$ cat config.mk
export PLATFORM = sky130hd
export DESIGN_NAME = mmu_req_sched
export DESIGN_NICKNAME = d
export VERILOG_FILES = /design/src/rtl/mmu_req_sched.sv
export SDC_FILE = /design/constraint.sdc
export NUM_CORES = 1
export LEC_CHECK = 0
export CAP_MARGIN = 20
export CORE_MARGIN = 3
export CORE_UTILIZATION = 35
export CTS_CLUSTER_SIZE = 24
export DETAILED_ROUTE_END_ITERATION = 16
export PLACE_DENSITY = 0.69
export SYNTH_ARGS = -nofsm -noshare
export SYNTH_HDL_FRONTEND = slang
export SYNTH_HIERARCHICAL = 1
export SYNTH_SLANG_ARGS = --single-unit
$ cat constraint.sdc
create_clock -name clk -period 1.77 [get_ports clk]
set_input_delay 0.2655 -clock clk [delete_from_list [all_inputs] [get_ports clk]]
set_output_delay 0.2655 -clock clk [all_outputs]
set_load 0.05 [all_outputs]
$ cat src/rtl/mmu_req_sched.sv
// Round-robin request scheduler feeding the MMU tree's alloc and free FIFO ports.
// Each path arbitrates its clients into a 2-entry FWFT buffer and tags IDs with the client index.
`ifndef REQ_ID_WIDTH
`define REQ_ID_WIDTH 8
`endif
`ifndef REQ_SIZE_TYPE_WIDTH
`define REQ_SIZE_TYPE_WIDTH 4
`endif
`ifndef ALL_PAGE_IDX_WIDTH
`define ALL_PAGE_IDX_WIDTH 10
`endif
`ifndef FIFO_PTR_WIDTH
`define FIFO_PTR_WIDTH 2
`endif

module mmu_req_path #(
  parameter int N      = 4,
  parameter int CIDX_W = 2,
  parameter int CID_W  = 6,
  parameter int PW     = 4
) (
  input  logic                    clk,
  input  logic                    rst,
  input  logic [N-1:0]            vld,
  output logic [N-1:0]            rdy,
  input  logic [N*CID_W-1:0]      cid,
  input  logic [N*PW-1:0]         pld,
  input  logic                    pop,
  output logic [CIDX_W+CID_W-1:0] head_id,
  output logic [PW-1:0]           head_pld,
  output logic [1:0]              cnt
);
  localparam int EW = CIDX_W + CID_W + PW;

  logic [CIDX_W-1:0] rr_q, rr_d;
  logic              wr_ptr_q, wr_ptr_d, rd_ptr_q, rd_ptr_d;
  logic [1:0]        cnt_q, cnt_d;
  logic [EW-1:0]     mem_q [2];
  logic [EW-1:0]     mem_d [2];

  logic              gnt_found;
  logic [CIDX_W-1:0] gnt_idx, cand;
  logic              push, pop_ok;

  // First valid client at or after the round-robin pointer.
  always_comb begin
    gnt_found = 1'b0;
    gnt_idx   = '0;
    cand      = '0;
    for (int k = 0; k < N; k++) begin
      cand = rr_q + CIDX_W'(k);
      if (!gnt_found && vld[cand]) begin
        gnt_found = 1'b1;
        gnt_idx   = cand;
      end
    end
  end

  assign push   = gnt_found && (cnt_q != 2'd2) && !rst;
  assign pop_ok = pop && (cnt_q != 2'd0);

  generate
    for (genvar gi = 0; gi < N; gi++) begin : g_rdy
      assign rdy[gi] = push && (gnt_idx == CIDX_W'(gi));
    end
  endgenerate

  always_comb begin
    rr_d     = rr_q;
    wr_ptr_d = wr_ptr_q;
    rd_ptr_d = rd_ptr_q;
    mem_d[0] = mem_q[0];
    mem_d[1] = mem_q[1];
    if (push) begin
      mem_d[wr_ptr_q] = {gnt_idx, cid[int'(gnt_idx)*CID_W +: CID_W], pld[int'(gnt_idx)*PW +: PW]};
      wr_ptr_d        = ~wr_ptr_q;
      rr_d            = gnt_idx + CIDX_W'(1);
    end
    if (pop_ok) rd_ptr_d = ~rd_ptr_q;
    case ({push, pop_ok})
      2'b10:   cnt_d = cnt_q + 2'd1;
      2'b01:   cnt_d = cnt_q - 2'd1;
      default: cnt_d = cnt_q;
    endcase
  end

  always_ff @(posedge clk) begin
    if (rst) begin
      rr_q     <= '0;
      wr_ptr_q <= 1'b0;
      rd_ptr_q <= 1'b0;
      cnt_q    <= 2'd0;
      for (int i = 0; i < 2; i++) mem_q[i] <= '0;
    end else begin
      rr_q     <= rr_d;
      wr_ptr_q <= wr_ptr_d;
      rd_ptr_q <= rd_ptr_d;
      cnt_q    <= cnt_d;
      for (int i = 0; i < 2; i++) mem_q[i] <= mem_d[i];
    end
  end

  assign {head_id, head_pld} = mem_q[rd_ptr_q];
  assign cnt = cnt_q;
endmodule

module mmu_req_sched #(
  parameter int NUM_CLIENTS = 4,
  parameter int CIDX_W      = 2,
  parameter int ID_W        = `REQ_ID_WIDTH,
  parameter int SIZE_W      = `REQ_SIZE_TYPE_WIDTH,
  parameter int PIDX_W      = `ALL_PAGE_IDX_WIDTH,
  parameter int CNT_W       = `FIFO_PTR_WIDTH + 1
) (
  input  logic                                clk,
  input  logic                                rst,
  input  logic [NUM_CLIENTS-1:0]              alloc_cl_vld,
  output logic [NUM_CLIENTS-1:0]              alloc_cl_rdy,
  input  logic [NUM_CLIENTS*(ID_W-CIDX_W)-1:0] alloc_cl_id,
  input  logic [NUM_CLIENTS*SIZE_W-1:0]       alloc_cl_cnt,
  input  logic [NUM_CLIENTS-1:0]              free_cl_vld,
  output logic [NUM_CLIENTS-1:0]              free_cl_rdy,
  input  logic [NUM_CLIENTS*(ID_W-CIDX_W)-1:0] free_cl_id,
  input  logic [NUM_CLIENTS*PIDX_W-1:0]       free_cl_idx,
  input  logic [NUM_CLIENTS*SIZE_W-1:0]       free_cl_cnt,
  input  logic                                alloc_req_pop,
  output logic                                alloc_fifo_empty,
  output logic [ID_W-1:0]                     alloc_req_id,
  output logic [SIZE_W-1:0]                   alloc_req_page_count,
  input  logic                                free_req_pop,
  output logic                                free_fifo_empty,
  output logic [ID_W-1:0]                     free_req_id,
  output logic [PIDX_W-1:0]                   free_req_page_idx,
  output logic [SIZE_W-1:0]                   free_req_page_count,
  output logic [CNT_W-1:0]                    free_fifo_data_count
);
  localparam int FPW = PIDX_W + SIZE_W;

  logic [NUM_CLIENTS*FPW-1:0] free_pld;
  logic [1:0]                 alloc_cnt, free_cnt;

  // Free payload per client is {page index, page count}.
  generate
    for (genvar gi = 0; gi < NUM_CLIENTS; gi++) begin : g_free_pld
      assign free_pld[gi*FPW +: FPW] = {free_cl_idx[gi*PIDX_W +: PIDX_W], free_cl_cnt[gi*SIZE_W +: SIZE_W]};
    end
  endgenerate

  mmu_req_path #(.N(NUM_CLIENTS), .CIDX_W(CIDX_W), .CID_W(ID_W-CIDX_W), .PW(SIZE_W)) u_alloc (
    .clk(clk), .rst(rst), .vld(alloc_cl_vld), .rdy(alloc_cl_rdy),
    .cid(alloc_cl_id), .pld(alloc_cl_cnt), .pop(alloc_req_pop),
    .head_id(alloc_req_id), .head_pld(alloc_req_page_count), .cnt(alloc_cnt)
  );

  mmu_req_path #(.N(NUM_CLIENTS), .CIDX_W(CIDX_W), .CID_W(ID_W-CIDX_W), .PW(FPW)) u_free (
    .clk(clk), .rst(rst), .vld(free_cl_vld), .rdy(free_cl_rdy),
    .cid(free_cl_id), .pld(free_pld), .pop(free_req_pop),
    .head_id(free_req_id), .head_pld({free_req_page_idx, free_req_page_count}), .cnt(free_cnt)
  );

  assign alloc_fifo_empty     = (alloc_cnt == 2'd0);
  assign free_fifo_empty      = (free_cnt == 2'd0);
  assign free_fifo_data_count = CNT_W'(free_cnt);
endmodule

=== Yosys cells after proc, flatten, opt, wreduce, memory -nomap -nowiden ===
Memories as Yosys holds them, arrays and structs flattened. A register that Yosys moved wholly into a read port is not among the register bits.
Cells that the tools add are included.

* Bits in registers: 12
* Memory bits (writable): 68
* Bits of input ports: 132
* Output and inout bits: 47
* Logic and storage cells: 153
* Memories: 2

* $add $sub $neg: 12
* Multiply operators: 3
* $lt $le $gt $ge: 12
* Equality and inequality tests: 12
* Shift operators: 4
* Muxes and demuxes: 53
* Bitwise operators: 10
* Reductions and logical operators: 37

{| class="wikitable"
|+ Memories
! memory !! depth !! bits a word !! read ports !! clocked after Yosys merged registers in !! write ports !! line !! text
|-
| u_free.mem_q || 2 || 22 || 3 || 1 || 2 || 38 || <nowiki>logic [EW-1:0] mem_q [2];</nowiki>
|-
| u_alloc.mem_q || 2 || 12 || 3 || 1 || 2 || 38 ||
|}

{| class="wikitable"
|+ Operators with widths
! operator !! number
|-
| $mux 22 || 3
|-
| $shiftx 24x32->6 || 2
|-
| $shiftx 56x32->14 || 1
|-
| $bwmux 44 || 1
|-
| $mux 44 || 1
|-
| $mux 12 || 3
|-
| $bwmux 24 || 1
|-
| $lt 2x3->1 const B || 8
|-
| $mux 24 || 1
|-
| $mux 1 || 23
|-
| $demux 22 s1 || 1
|-
| $logic_and 1x1->1 || 22
|-
| $bmux 1 s2 || 8
|-
| $mux 2 || 8
|-
| $shiftx 16x5->4 || 1
|-
| $add 2x1->2 const B || 6
|-
| $demux 12 s1 || 1
|-
| $eq 2x2->1 const B || 6
|-
| $add 2x2->2 const B || 4
|-
| $eq 2x1->1 const B || 4
|-
| $logic_not 2->1 || 4
|-
| $mul 2x2->4 const B || 2
|-
| $pmux 2 s2 || 2
|-
| $reduce_bool 2->1 || 4
|-
| other kinds (9) || 26
|}

=== Depth between registers and ports, before layout ===
Gate-level depths: netlist (run 1).

* Depth in word-level cells: 17
* Mapped depth: 8
* Mapped depth without buffers: 8

=== Hierarchy ===
The synthesis (run 1) kept the hierarchy.

{| class="wikitable"
|+ Modules (own cells, without submodules)
! module !! times used !! cells each !! area an instance (um2) !! seq. area each (um2)
|-
| mmu_req_path (u_free) || 1 || 273 || 2831.5 || 1021.0
|-
| mmu_req_path (u_alloc) || 1 || 175 || 1786.7 || 620.6
|-
| mmu_req_sched || 1 || 4 || 18.8 || 0.0
|}

=== Worst setup path before layout (run 1) ===
Ideal clock, no wire load.

* Kind: reg-to-reg
* Start point: register u_free.cnt_q[0], in the netlist u_free/cnt[0]
* End point: register u_free.cnt_q[1], in the netlist u_free/cnt[1]
* Library setup time: 0.071 ns
* Arrival: 2.092 ns
* Data required time: 1.699 ns
* Path slack: -0.392 ns
* Cell stages (with the launch flop): 8
* Buffers on the path: 0
* Period minus slack after synthesis: 2.162 ns
* Cells stage by stage: dfxtp_1 -> inv_2 -> a21oi_4 -> and2b_4 -> inv_2 -> ha_1 -> or3_1 -> a21oi_1

* Longest elaborated chain between the ends: 5
* Elaborated cells on any way between the ends: 11
* Those cells by class: add/sub (2); eq/ne (3); mux (1); reduce/logical (5)

{| class="wikitable"
|+ RTL lines
! what !! line !! text
|-
| start, declared || 37 || <nowiki>logic [1:0] cnt_q, cnt_d;</nowiki>
|-
| start signal, assigned || 98 || <nowiki>cnt_q <= cnt_d;</nowiki>
|-
| $ne 2x2->1 || 59 || <nowiki>assign push = gnt_found && (cnt_q != 2'd2) && !rst;</nowiki>
|-
| $logic_and 1x1->1 (2 in a row) || 59 ||
|-
| $eq 2x1->1 or $eq 2x2->1 (tied branches) || 80 || <nowiki>case ({push, pop_ok})</nowiki>
|-
| $pmux 2 s2 or $reduce_bool 2->1 (tied branches) || n/a ||
|}

Parallel ways exist; a longest one is shown, timed or not.
A chain may end at the register's enable or synchronous reset.

=== Worst setup path in the final report (run 1) ===
* Start point: register u_alloc.rr_q[1]
* End point: output alloc_cl_rdy[1]

* Longest elaborated chain between the ends: 15
* Elaborated cells on any way between the ends: 29
* Those cells by class: add/sub (3); eq/ne (1); mux (16); reduce/logical (9)

{| class="wikitable"
|+ RTL lines
! what !! line !! text
|-
| start, declared || 35 || <nowiki>logic [CIDX_W-1:0] rr_q, rr_d;</nowiki>
|-
| start signal, assigned || 95 || <nowiki>rr_q <= rr_d;</nowiki>
|-
| branches (longest 14 deep; another with $add 2x1->2) || n/a ||
|-
| $logic_and 1x1->1 * || 64 || <nowiki>assign rdy[gi] = push && (gnt_idx == CIDX_W'(gi));</nowiki>
|-
| end, declared || 118 || <nowiki>output logic [NUM_CLIENTS-1:0] alloc_cl_rdy,</nowiki>
|}

Mark *: on every way between the ends. The select of a mux whose other input is x is not followed.

==> impl_metrics.yaml, run 1 <==
sta:
  drv_slew: 0
  setup_ws_ns: -0.311
  tightestPinTransition_ns: 0.641
  finClkSkew_ns: 0.00754
  final_hold_viol_count: 0
  rsz0062_at_grt: "true"
  relSlewSlack: 0.572
  max_freq_mhz: 481
  finalCritPeriodShare: 1.18
  tns_ns: -6.44
  setup_viol: 49
  fin_crit_ns: 2.08
setup_path:
  max_stage_delay_ns: 0.45
  end_kind: "output port"
  path_cells: "a21boi_1, o32a_4, inv_2, ha_4, and2_4, buf_8"
  rr_worst_depth: 10
  slowest_stage: "o32a_4"
  critical_path_arrival_ns: 1.82
  critical_path.reg2reg.startpoint: "u_free/rr_q[1]$_SDFFE_PP0P_"
  path_max_fanout: 5
  critPathKind: "reg2out"
  startpoint_type: "flip-flop"
  r2r_slack_ns: -0.18
  required_ns: 1.50
  reg2reg_to: "u_free/mem_q[1][19]$_SDFFE_PP0P_"
cells_and_area:
  fill_cells: 837
  multi_input_area_sq_um: 4030
  fin_cells: 853
  drive_above_1_share: 0.505
  postLayoutCoreUtil: 0.697
  layout.nets: 818
  final_common_cell: "clkdlybuf4s50_1"
  n_antenna_cell: 0
  final_cell_mix: "clkdlybuf4s50_1, dfxtp_1, buf_4"
  area_delta_synth_final_pct: 92.1
  regArea_sq_um: 1660
grt:
  grt_usage: 0.213
  grt_antenna_before_repair: 0
  gr-total-overflow: 0
  grt_max_degree: 43
  grt_first_pass_wirelength_mm: 24.7
  grt_pass1_vias: 4862
cts:
  ctsHoldBuffers: 0
  clock_sinks: 82
  cts_tree: "done"
  insertion_delay_ns: 0.33
  clk_path_buf_depth: 2
  clk_pin_slew_ns: 0.06
  cts-root-buf: "clkbuf_16"
  cts_buffers: 9
  cts.htree.levels: 3
synth:
  synth_top_area_frac: 0.354
  synth_edf_count: 0
  async_reset_ff_frac: 0
  netlist_instances: 452
  yosys_register_bits: 82
  yosysWarnings: 6
  synth_top_area_cell: "dfxtp_1"
  avgSynthCellArea_sq_um: 10.3
  synth-seq-area-share: 0.354
  synth_area_leaders: "dfxtp_1, mux2i_1, mux2_2"
  syn_nets: 594
  yosysUniqueCellTypes: 49
  yosys_most_used_dff: "dfxtp_1"
  synth.cell_area_sq_um: 4640
place:
  routabilityCongestion: 0.788
  pre_cts_slack_ns: -0.551
  numPlacedInstances: 796
  io_buffers: 177
  dp_hpwl_mm: 9.69
drt:
  viasPerCell: 5.41
  drt_iter0_markers: 318
  wirelength_mm: 18.0
  ant_nets: 0
  first_pass_iters: 4
  dr_total_vias: 4614
  drc: 0
  wl_per_cell_um: 21.1
outcome:
  violations: "negative setup slack"
  outcome: "finished, violations left"
die:
  rows: 41
  ioPinCount: 179
  initial_core_util: 0.363
  core_area_sq_um: 12800
  die_h_um: 121
  dieArea_sq_um: 14700
  fp.dieW_um: 121
run:
  maxCapViolCount: 0
worst_hold_path:
  holdPathStages: 2
  hold_path_class: "reg2reg"
  hold_path_end: "u_free/mem_q[1][20]$_SDFFE_PP0P_"
  worstHoldStart: "u_free/mem_q[1][20]$_SDFFE_PP0P_"
pwr:
  p_leak_nw: 3.21
  vdd_ir_drop_max_mv: 0.866
  power_density_nw_per_um2: 1580
==> worst max path at each step <==
stage | from | endpoint | slack [ns]
after detailed placement | free_cl_vld[2] | u_free/cnt[1]$_SDFFE_PP0P_ | -0.55
final | u_alloc/rr_q[1]$_SDFFE_PP0P_ | alloc_cl_rdy[1] | -0.31
after floorplan | u_free/cnt[0]$_SDFFE_PP0P_ | u_free/cnt[1]$_SDFFE_PP0P_ | -0.03
after global routing | u_free/rr_q[1]$_SDFFE_PP0P_ | free_cl_rdy[0] | -0.37
after CTS | u_free/rr_q[1]$_SDFFE_PP0P_ | free_cl_rdy[1] | -0.28
after global placement | free_cl_vld[0] | u_free/mem_q[1][0]$_SDFFE_PP0P_ | -0.48
==> layer usage <==
metal  global-route usage  wire length (um)  vias up
li1                     -                 -     2182
met1                0.266              7400     2247
met2                0.371              9250      165
met3               0.0364              1090       20
met4               0.0680               293        0
met5                    0                 0        -
==> synth_stat cells (3+ instances only) <==
cell and instances:
inv_2 3, o221ai_1 40, a21oi_1 11, mux2_2 35, mux2i_1 64, dfxtp_1 82, clkbuf_1 8, buf_2 10
nand3b_1 24, buf_1 3, nor2b_1 4, nand2_1 51, ha_1 10, nor2_1 17, inv_1 4, buf_4 4
o221ai_2 21, buf_6 8, xnor2_1 5, and2_1 8, o21ai_0 4
==> state kept, by name (all words and copies together), names as in the netlist, named ones only <==
signal            cells
u_free/wr_ptr_q       1
u_alloc/rd_ptr_q      1
u_alloc/rr_q          2
u_free/mem_q         44
u_free/rd_ptr_q       1
u_alloc/mem_q        24
u_alloc/wr_ptr_q      1
u_alloc/cnt           2
u_free/cnt            2
u_free/rr_q           2
==> per-stage QoR <==
stage | hold slack [ns] | power, mW | cell area, sq um
4_1_cts | 0.442 | 13.0 | 8140
5_1_grt | 0.479 | 14.7 | 8910
3_5_place_dp | 0.433 | 9.40 | 6740
3_3_place_gp | 0.428 | 9.24 | 6740
6_report | 0.443 | 14.1 | 8910
2_1_floorplan | 0.418 | 7.38 | 4700
==> kinds of logic after synthesis <==
family	count (synthesis)	synth area share
adders and majority gates	10	0.0270
other	1	0.000809
muxes	99	0.223
AOI/OAI and AO/OA	85	0.176
DFF	82	0.354
xor gates and xnor gates	7	0.0132
and+or+nand+nor	125	0.149
buffers and inverters	43	0.0567
==> critical path, delay by kind of cell, from the launching register on <==
kind            cells  cell delay, ns
compound gates      2            0.57
fa+ha+maj           1            0.13
buf+inv             2            0.25
flops               1            0.40
simple gates        1            0.14
==> power by group <==
part / switching (mW) / total, mW / internal, mW
logic: 4.83 / 9.11 / 4.28
registers: 0.475 / 3.01 / 2.54
clock network: 0.744 / 1.96 / 1.21
total: 6.05 / 14.1 / 8.03
==> timing repair <==
action,4_1_cts,5_1_grt
setup endpoints to repair,74,70
endpoints found under the hold margin,0,0
buffers inserted,16,13
cloned,8,13
resized for setup,155,108
pin swaps,16,62
==> area by class of cell <==
type,count,area share
timing repair buffer,243,0.298
clock inverter,4,0.00534
tap,172,0.0242
multi-input combinational,332,0.452
inverter,8,0.00421
clock buffer,12,0.0301
sequential,82,0.186
Power figures use the tool's default switching activity.
==> run 2: changes to the inputs <==
--- a/config.mk
+++ b/config.mk
@@ -10,6 +10,7 @@
 export CORE_UTILIZATION = 35
 export CTS_CLUSTER_SIZE = 24
 export DETAILED_ROUTE_END_ITERATION = 16
+export GPL_TIMING_DRIVEN = 0
 export PLACE_DENSITY = 0.69
 export SYNTH_ARGS = -nofsm -noshare
 export SYNTH_HDL_FRONTEND = slang
==> run 2 against run 1 <==
Effect of this change: the flow still finishes with violations (negative setup slack); sequential cell count unchanged; count of clock-buffer cells in the layout increased by 1; critical path type unchanged; maximum frequency decreased by 3.5%; routed wire length decreased by 11%; global-route usage decreased by 0.54 points; clock power decreased by 18%; worst hold slack improved by 0.012 ns; combinational power decreased by 13%.
==> impl_metrics.yaml, run 2 (same netlist as run 1, synthesis figures left out) <==
grt:
  grt_antenna_before_repair: 0
  grt_max_degree: 15
  grt_first_pass_wirelength_mm: 24.1
  grt_pass1_vias: 4771
  grt_usage: 0.207
  gr-total-overflow: 0
place:
  dp_hpwl_mm: 10.8
  io_buffers: 177
  numPlacedInstances: 801
  routabilityCongestion: 0.785
sta:
  rsz0062_at_grt: "true"
  max_freq_mhz: 464
  fin_crit_ns: 2.16
  drv_slew: 0
  relSlewSlack: 0.653
  tightestPinTransition_ns: 0.521
  setup_ws_ns: -0.386
  final_hold_viol_count: 0
  setup_viol: 64
  tns_ns: -7.39
  fin_hold_ws_ns: 0.456
  finClkSkew_ns: 0.00558
  finalCritPeriodShare: 1.22
die:
  fp.dieW_um: 121
  initial_core_util: 0.363
  rows: 41
  dieArea_sq_um: 14700
  core_area_sq_um: 12800
  die_h_um: 121
  ioPinCount: 179
drt:
  ant_nets: 0
  drt_iter0_markers: 262
  wl_per_cell_um: 19.0
  drc: 0
  dr_total_vias: 4496
  first_pass_iters: 5
  viasPerCell: 5.33
  wirelength_mm: 16.0
cells_and_area:
  final_cell_mix: "clkdlybuf4s50_1, dfxtp_1, nand2_1"
  final_common_cell: "clkdlybuf4s50_1"
  top_register: "u_free/mem_q"
  reg.largest.list: "u_free/mem_q (44), u_alloc/mem_q (24)"
  fin_cells: 843
  layout.nets: 810
  area_delta_synth_final_pct: 76.4
  drive_above_1_share: 0.456
  largest_register_ffs: 44
  n_antenna_cell: 0
setup_path:
  critPathKind: "reg2out"
  critical_path_arrival_ns: 1.89
  startpoint_type: "flip-flop"
  critical_path.reg2reg.startpoint: "u_free/rr_q[1]$_SDFFE_PP0P_"
  end_kind: "output port"
  rr_worst_depth: 9
  crit_path_start: "u_alloc/rr_q[0]$_SDFFE_PP0P_"
  required_ns: 1.50
  path_max_fanout: 4
pwr:
  power_density_nw_per_um2: 1530
  p_leak_nw: 3.02
  finalPower_mw: 12.5
  vdd_ir_drop_max_mv: 0.865
outcome:
  violations: "negative setup slack"
  outcome: "finished, violations left"
cts:
  clk_path_buf_depth: 2
  cts_buffers: 9
  clk_pin_slew_ns: 0.05
  cts.htree.levels: 3
  insertion_delay_ns: 0.33
  clock_sinks: 82
  cts_tree: "done"
  cts-root-buf: "clkbuf_16"
worst_hold_path:
  worstHoldStart: "u_alloc/mem_q[0][10]$_SDFFE_PP0P_"
  holdPathStages: 2
  hold_path_class: "reg2reg"
run:
  maxCapViolCount: 0
-- run 2: cell types whose count changed in the layout (fill, tap and decap cells not counted), sizes merged --
cell / delta
clkdlybuf4s50: -1
dlygate4sd2: +5
clkinv: -1
nand3: -2
or3: -3
clkdlybuf4s15: +6
bufinv: -1
clkinvlp: -1
buf: -17
clkbuf: +5
-- run 2: critical path, stage by stage (launching register included) --
cell	delay [ns]
dfxtp_2	0.34
and2b_1	0.20
o32a_1	0.39
buf_12	0.19
inv_8	0.06
ha_4	0.12
and2_4	0.13
buf_8	0.13
-- run 2: path summary, 6_finish.rpt --
kind	to	slack (ns)
setup / recovery	alloc_cl_rdy[0]	-0.39
hold / removal	u_alloc/mem_q[0][10]$_SDFFE_PP0P_	0.46
setup reg to reg	u_free/mem_q[1][13]$_SDFFE_PP0P_	-0.14
hold reg to reg	u_alloc/mem_q[0][10]$_SDFFE_PP0P_	0.46
-- run 2: cell type report --
| cell class | count | area, sq um |
|---|---|---|
| Fill cell | 976 | 4590 |
| Multi-Input combinational cell | 327 | 3630 |
| Timing Repair Buffer | 208 | 2030 |
| Sequential cell | 82 | 1660 |
| Buffer | 32 | 345 |
| Clock buffer | 13 | 240 |
| Tap cell | 172 | 215 |
| Inverter | 8 | 52.6 |
| Clock inverter | 1 | 5.00 |
-- run 2: per-layer routing --
layer,up-vias,part of all wire,track usage
met3,19,0.059,0.0471
met4,0,0.016,0.0644
li1,2139,-,-
met1,2184,0.41,0.257
met5,-,0,0
met2,154,0.51,0.357
-- run 2: report_power, final --
group	leakage, nW	switching, mW	internal [mW]
Sequential	0.679	0.437	2.55
Clock	0.120	0.666	0.933
Combinational	2.22	4.45	3.51
Total	3.02	5.55	6.99
-- run 2: what timing repair did --
action	in CTS	in global routing
cloned	4	2
pin swaps	14	15
resized for setup	380	105
hold buffers	0	0
buffers inserted	16	9
hold endpoints to repair	0	0
setup endpoints to repair	115	97
-- run 2: stage by stage --
stage / area [sq um] / utilization / setup slack [ns]
6_report: 8180 / 0.640 / -0.386
5_1_grt: 8180 / 0.640 / -0.438
4_1_cts: 7590 / 0.594 / -0.372
3_5_place_dp: 6680 / 0.523 / -1.25
3_3_place_gp: 6680 / 0.523 / -1.20
2_1_floorplan: 4700 / - / -0.0264
